$ cat src/rtl/sm83_pkg.sv
// Shared types and defaults for the SM83 core control path.
package sm83_pkg;

    typedef enum logic [2:0] {
        S_BOOT,
        S_FETCH,
        S_EXEC,
        S_INT,
        S_HALT
    } seq_state_t;

    localparam int INT_MCYCLES_DEF = 5;
    localparam int T_PER_M_DEF     = 4;

endpackage

$ cat src/rtl/sm83_tstate_ctr.sv
// T-state counter: divides clk into M-cycles, stalls the last T-state while the bus is not ready.
module sm83_tstate_ctr
    import sm83_pkg::*;
#(
    parameter int T_PER_M = T_PER_M_DEF,
    parameter int T_W     = ($clog2(T_PER_M) > 0) ? $clog2(T_PER_M) : 1
) (
    input  logic           clk,
    input  logic           rst_n,
    input  logic           i_bus_ready,
    output logic [T_W-1:0] o_tstate,
    output logic           o_strobe
);

    localparam logic [T_W-1:0] T_LAST = T_W'(T_PER_M - 1);

    logic [T_W-1:0] tstate_q;

    // With T_PER_M == 1 the index never leaves 0 and the strobe is just ready.
    always_ff @(posedge clk or negedge rst_n) begin
        if (!rst_n) begin
            tstate_q <= '0;
        end else if (tstate_q != T_LAST) begin
            tstate_q <= tstate_q + T_W'(1);
        end else if (i_bus_ready) begin
            tstate_q <= '0;
        end
    end

    assign o_tstate = tstate_q;
    assign o_strobe = (tstate_q == T_LAST) & i_bus_ready;

endmodule

$ cat src/rtl/sm83_mcycle_seq.sv
// M-cycle sequencer: fetch/execute overlap, interrupt dispatch and HALT, advanced on each M-cycle strobe.
module sm83_mcycle_seq
    import sm83_pkg::*;
#(
    parameter int T_PER_M     = T_PER_M_DEF,
    parameter int MAX_MCYC    = 6,
    parameter int INT_MCYCLES = INT_MCYCLES_DEF,
    parameter int MCYC_W      = $clog2(MAX_MCYC + 1),
    parameter int T_W         = ($clog2(T_PER_M) > 0) ? $clog2(T_PER_M) : 1
) (
    input  logic              clk,
    input  logic              rst_n,
    input  logic              i_bus_ready,
    input  logic [MCYC_W-1:0] i_mcycles,
    input  logic              i_halt_req,
    input  logic              i_int_pending,
    input  logic              i_ime,
    output logic [T_W-1:0]    o_tstate,
    output logic              o_mcycle_strobe,
    output logic              o_fetch_cycle,
    output logic              o_execute_cycle,
    output logic              o_execute_last,
    output logic [MCYC_W-1:0] o_mcycle_idx,
    output logic              o_int_dispatch,
    output logic              o_halted
);

    seq_state_t        state_q, state_d;
    logic [MCYC_W-1:0] idx_q, idx_d;
    logic [MCYC_W-1:0] n_q, n_d, n_new;
    logic              halt_q, halt_d;
    logic              strobe;
    logic              start_instr;

    function automatic logic [MCYC_W-1:0] sat_mcycles(input logic [MCYC_W-1:0] raw);
        if (raw == '0) return MCYC_W'(1);
        if (int'(raw) > MAX_MCYC) return MCYC_W'(MAX_MCYC);
        return raw;
    endfunction

    sm83_tstate_ctr #(
        .T_PER_M (T_PER_M),
        .T_W     (T_W)
    ) u_tstate_ctr (
        .clk         (clk),
        .rst_n       (rst_n),
        .i_bus_ready (i_bus_ready),
        .o_tstate    (o_tstate),
        .o_strobe    (strobe)
    );

    assign n_new = sat_mcycles(i_mcycles);

    always_ff @(posedge clk or negedge rst_n) begin
        if (!rst_n) begin
            state_q <= S_BOOT;
            idx_q   <= '0;
            n_q     <= MCYC_W'(1);
            halt_q  <= 1'b0;
        end else begin
            state_q <= state_d;
            idx_q   <= idx_d;
            n_q     <= n_d;
            halt_q  <= halt_d;
        end
    end

    always_comb begin
        state_d     = state_q;
        idx_d       = idx_q;
        n_d         = n_q;
        halt_d      = halt_q;
        start_instr = 1'b0;
        if (strobe) begin
            case (state_q)
                S_BOOT: begin
                    halt_d      = halt_q | i_halt_req;
                    start_instr = 1'b1;
                end
                S_FETCH: begin
                    // An interrupt pre-empts a pending HALT; either one discards the fetched opcode.
                    if (i_int_pending && i_ime) begin
                        state_d = S_INT;
                        idx_d   = '0;
                        halt_d  = 1'b0;
                    end else if (halt_q) begin
                        state_d = S_HALT;
                        idx_d   = '0;
                        halt_d  = 1'b0;
                    end else begin
                        halt_d      = i_halt_req;
                        start_instr = 1'b1;
                    end
                end
                S_EXEC: begin
                    halt_d = halt_q | i_halt_req;
                    if (idx_q == n_q - MCYC_W'(1)) begin
                        state_d = S_FETCH;
                        idx_d   = '0;
                    end else begin
                        idx_d = idx_q + MCYC_W'(1);
                    end
                end
                S_INT: begin
                    if (idx_q == MCYC_W'(INT_MCYCLES - 1)) begin
                        state_d = S_BOOT;
                        idx_d   = '0;
                    end else begin
                        idx_d = idx_q + MCYC_W'(1);
                    end
                end
                S_HALT: begin
                    if (i_int_pending) begin
                        state_d = i_ime ? S_INT : S_BOOT;
                        idx_d   = '0;
                    end
                end
                default: begin
                    state_d = S_BOOT;
                    idx_d   = '0;
                end
            endcase

            // Fetch strobe: the opcode on the bus sets the length of the next instruction.
            if (start_instr) begin
                n_d = n_new;
                if (n_new == MCYC_W'(1)) begin
                    state_d = S_FETCH;
                    idx_d   = '0;
                end else begin
                    state_d = S_EXEC;
                    idx_d   = MCYC_W'(1);
                end
            end
        end
    end

    assign o_mcycle_strobe = strobe;
    assign o_fetch_cycle   = (state_q == S_BOOT) || (state_q == S_FETCH);
    assign o_execute_cycle = (state_q == S_EXEC);
    assign o_execute_last  = (state_q == S_FETCH);
    assign o_mcycle_idx    = idx_q;
    assign o_int_dispatch  = (state_q == S_INT);
    assign o_halted        = (state_q == S_HALT);

endmodule

$ cat config.mk
export PLATFORM = sky130hd
export DESIGN_NAME = sm83_mcycle_seq
export DESIGN_NICKNAME = d
export VERILOG_FILES = /design/src/rtl/sm83_pkg.sv /design/src/rtl/sm83_tstate_ctr.sv /design/src/rtl/sm83_mcycle_seq.sv
export SDC_FILE = /design/constraint.sdc
export NUM_CORES = 1
export LEC_CHECK = 0
export CORE_MARGIN = 3
export CORE_UTILIZATION = 51
export CTS_CLUSTER_DIAMETER = 80
export DETAILED_ROUTE_END_ITERATION = 6
export PLACE_DENSITY = 0.81
export SYNTH_ARGS = -nofsm -noshare
export SYNTH_HDL_FRONTEND = slang
export SYNTH_SLANG_ARGS = --single-unit
$ cat constraint.sdc
create_clock -name clk -period 2.8 [get_ports clk]
set_input_delay 0.56 -clock clk [delete_from_list [all_inputs] [get_ports clk]]
set_output_delay 0.56 -clock clk [all_outputs]
set_load 0.03 [all_outputs]
==> run summary <==
The number of clock sinks is 12. The critical path's largest stage delay came out at 0.67 ns. The number of antenna violations at the first check in global routing came to 0. The most frequent cell on the critical path is clkdlybuf4s50_1. The clock latency at the later pin of the worst-skew pair is roughly 0.28 ns. The arrival time reported for the critical path endpoint is 1.95 ns. The root buffer cell is clkbuf_4. The total congestion overflow is 0.

The leakage power came out at about 0.46 nW. The via count of the first global-routing pass is between 600 and 700. Walking the worst path, the cells encountered are clkdlybuf4s50_1 > nand2_1 > inv_1 > clkdlybuf4s50_1. The data required time of the worst path came out at 2.24 ns. The number of failing setup endpoints in the final timing report is 0. The number of synthesis warnings is 0. TritonCTS built the clock tree. The fraction of power consumed by the clock network is 0.101. The layout net count is 116. The run finished with clean final reports.

The critical-path maximum fanout came out at 4. The count of antenna-violating nets left after detailed routing is 0. The count of pins over their slew limit came to 0. The switching share of total power came out at 0.462.

The share of flip-flops with an asynchronous set or reset after synthesis is 1.00. The placeable core region is 1400 µm². The analysis attributes to net switching a power of approximately 0.00063 W. The buffer count from post-CTS setup fixing is 0. The worst setup path is captured at an output pin. The hold violation count in the final report came out at 0.

The power density over the cells is 1300 nW/µm². The number of diodes added for antenna fixing came out at 0. The number of flip-flops and latches in the synthesized netlist is 12. In the layout the commonest cells are 19 x clkdlybuf4s50_1, 11 x dfrtp_1, 9 x inv_1. The type of the worst min-delay path is reg -> reg. The library cell used most frequently in the layout, excluding fill and tap cells, is clkdlybuf4s50_1. The actual transition at the worst max-transition pin is about 0.58 ns. The fraction of met3 tracks used by global routing came out at 0.0435. The fraction of layout cells with a size suffix above 1 came out at 0.137. The detailed placement HPWL came out at roughly 1400 µm. The setup slack of the most critical reg-to-reg path is between 0.7 and 0.8 ns. The first global-routing pass estimated about 3000 µm of wire. The synthesized instance count came out at 80. The iteration-0 DRC count of the detailed router came out at 20.

The combinational share of power came out at 0.623. Dividing the final minimum period by the clock period gives 0.896. The post-route clock skew is roughly 0.011 ns. The number of gates resized after CTS was 0. The routed via count came out at around 700. Final hold analysis gives a worst-case slack of between 0.5 and 0.6 ns. In this run the tool buffered the top-level ports with 19 buffer cells.

The max capacitance violation total is 0. For this run, design rule violations remaining after detail routing come to 0. The cell-internal power is between 0.0007 and 0.0008 W. The met2 capacity usage during global routing came out at 0.343.

The part of the Yosys area used for sequential elements is 0.373. The total non-filler cell area in the finished layout came out at around 1000 µm². The summed negative setup slack over all endpoints came out at 0 ns. The total global-route track usage is 0.198. The count of standard-cell rows came out at 13. Of the total power, registers draw 0.276. The maximum root-to-sink buffer count came out at 2. The number of buffer and inverter stages on the critical path came out at 3. The number of flops mapped to enable cells by yosys came out at 0. The width of the die came out at approximately 46 µm. The end-of-flow core utilization is 0.750.

The area overhead of the layout relative to synthesis is 29.7%. The peak ir drop on the vdd network is 0.791 mV. The mean cell area of the mapped netlist came out at 10.1 µm². The post-route total power is ~0.0014 W. The maximum frequency from static timing analysis is ~400 MHz.

The largest individual stage delay along the critical path comes from the cell clkdlybuf4s50_1. Counting instances, the worst hold path has a depth of 1. Summed over all layers, the routed wires come to roughly 1800 µm.

Buffers inserted during clock tree synthesis total 3. Counting I/O delays and the setup requirement, the final critical path takes about 2.5 ns. The per-cell via count in the routed design is approximately 6. The largest net degree at the start of global routing came out at 13.

The relative slew slack came out at 0.616. The pre-antenna-repair detailed-routing pass consisted of 4 iterations. Clock-pin slew was measured on the worst setup and hold paths at 0.07 ns.

The cell area that synthesis handed to floorplanning was between 800 and 900 µm². The weighted congestion reported at the end of routability-driven placement is slightly above 0.8. The number of cells traversed by the worst register-to-register path is 6. From bottom edge to top edge, the die measures roughly 46 µm. Among all flip-flop cells after synthesis, the most frequent one is dfrtp_1. The highest-utilization routing layer at the global route stage is met2.

Grouping stages by cell kind, the critical path spends the most delay in buffers and inverters. The full die area came out at 2100 µm². The number of I/O pins is 20. The detail-routed net length per standard cell is 15.3 µm. In the global route stage, met1 resource usage came out at 0.257.

The kind of start point of the critical path is an input port. The instance area at placement is 1010 µm². After clock tree synthesis, the flow added hold-fix buffers numbering 0.

Setup repair after global routing left no endpoint under its margin. The post-synth net total came out at a little over 90. The initial utilization of the core area, before any placement, comes to 0.578. The critical path is of the in -> out type. The CTS H-tree depth is 1.

The count of unique library cells instantiated by Yosys came out at 36. In this run the number of cells on the critical path is 4.
==> path summary, 6_finish.rpt <==
kind	start	to
hold reg to reg	n_q[1]	n_q[1]
setup / recovery	i_bus_ready	o_mcycle_strobe
max in group asynchronous	rst_n	u_tstate_ctr.o_tstate[0]
setup reg to reg	n_q[0]	state_q[1]
hold / removal	n_q[1]	n_q[1]
min in group asynchronous	rst_n	o_mcycle_idx[2]
==> power groups by stage <==
stage | clock network, W | logic, W | registers (W)
finish | 0.000138 | 0.000847 | 0.000375
CTS | 0.000141 | 0.000849 | 0.000374
global route | 0.000150 | 0.000927 | 0.000390
floorplan | 0 | 0.000553 | 0.000408
detailed placement | 0 | 0.000843 | 0.000377
global placement | 0 | 0.000822 | 0.000371
==> cells by family (layout without fill, tap and decap cells) <==
kind of cell,count (synthesis),in the layout,synth area share
XOR/XNOR,3,3,0.0526
flip-flops,12,12,0.373
multiplexers,4,4,0.0542
AO/OA/AOI/OAI,22,22,0.211
AND/OR/NAND/NOR,24,24,0.187
buffers and inverters,10,32,0.0480
adder cells (fa/ha/maj),5,5,0.0743
==> synthesized netlist by cell type, drive strengths merged, types with 2 or more instances <==
cell / instances / share of area
nor2b: 3 / 0.026
inv: 9 / 0.042
xnor2: 2 / 0.022
nand3b: 2 / 0.019
a31oi: 3 / 0.023
o21ai: 5 / 0.031
nor4: 2 / 0.023
nand2b: 2 / 0.015
nor2: 3 / 0.014
nand2: 4 / 0.019
mux2: 3 / 0.042
nor3b: 2 / 0.025
and2b: 2 / 0.019
and2: 2 / 0.015
a2bb2oi: 2 / 0.022
a21oi: 4 / 0.025
ha: 4 / 0.062
nand3: 2 / 0.012
a21o: 2 / 0.019
dfrtp: 11 / 0.34
==> final cells by class <==
class                   count  area [µm²]
inverters                   9        33.8
well taps                  15        18.8
fillers                   107         350
flip-flops and latches     12         302
multi-input cells          58         468
repair buffers             19         190
clock buffers               4        36.3
==> per-stage QoR <==
stage / std cells / setup slack, ns
6_report: 117 / 0.290
3_5_place_dp: 113 / 0.293
3_3_place_gp: 113 / 0.312
2_1_floorplan: 80 / 0.877
4_1_cts: 117 / 0.291
5_1_grt: 117 / 0.212
==> registers in the layout (all words and copies together) (netlist names) <==
register               cells
halt_q                     1
n_q                        3
o_mcycle_idx               3
state_q                    3
u_tstate_ctr.o_tstate      2
==> routing by layer <==
layer | wire length (µm) | vias up | share of wire
li1 | - | 333 | -
met1 | 766 | 348 | 0.43
met2 | 934 | 24 | 0.52
met3 | 76 | 4 | 0.042
met4 | 17 | 0 | 0.0095
met5 | 0 | - | 0
Power figures use the tool's default switching activity.
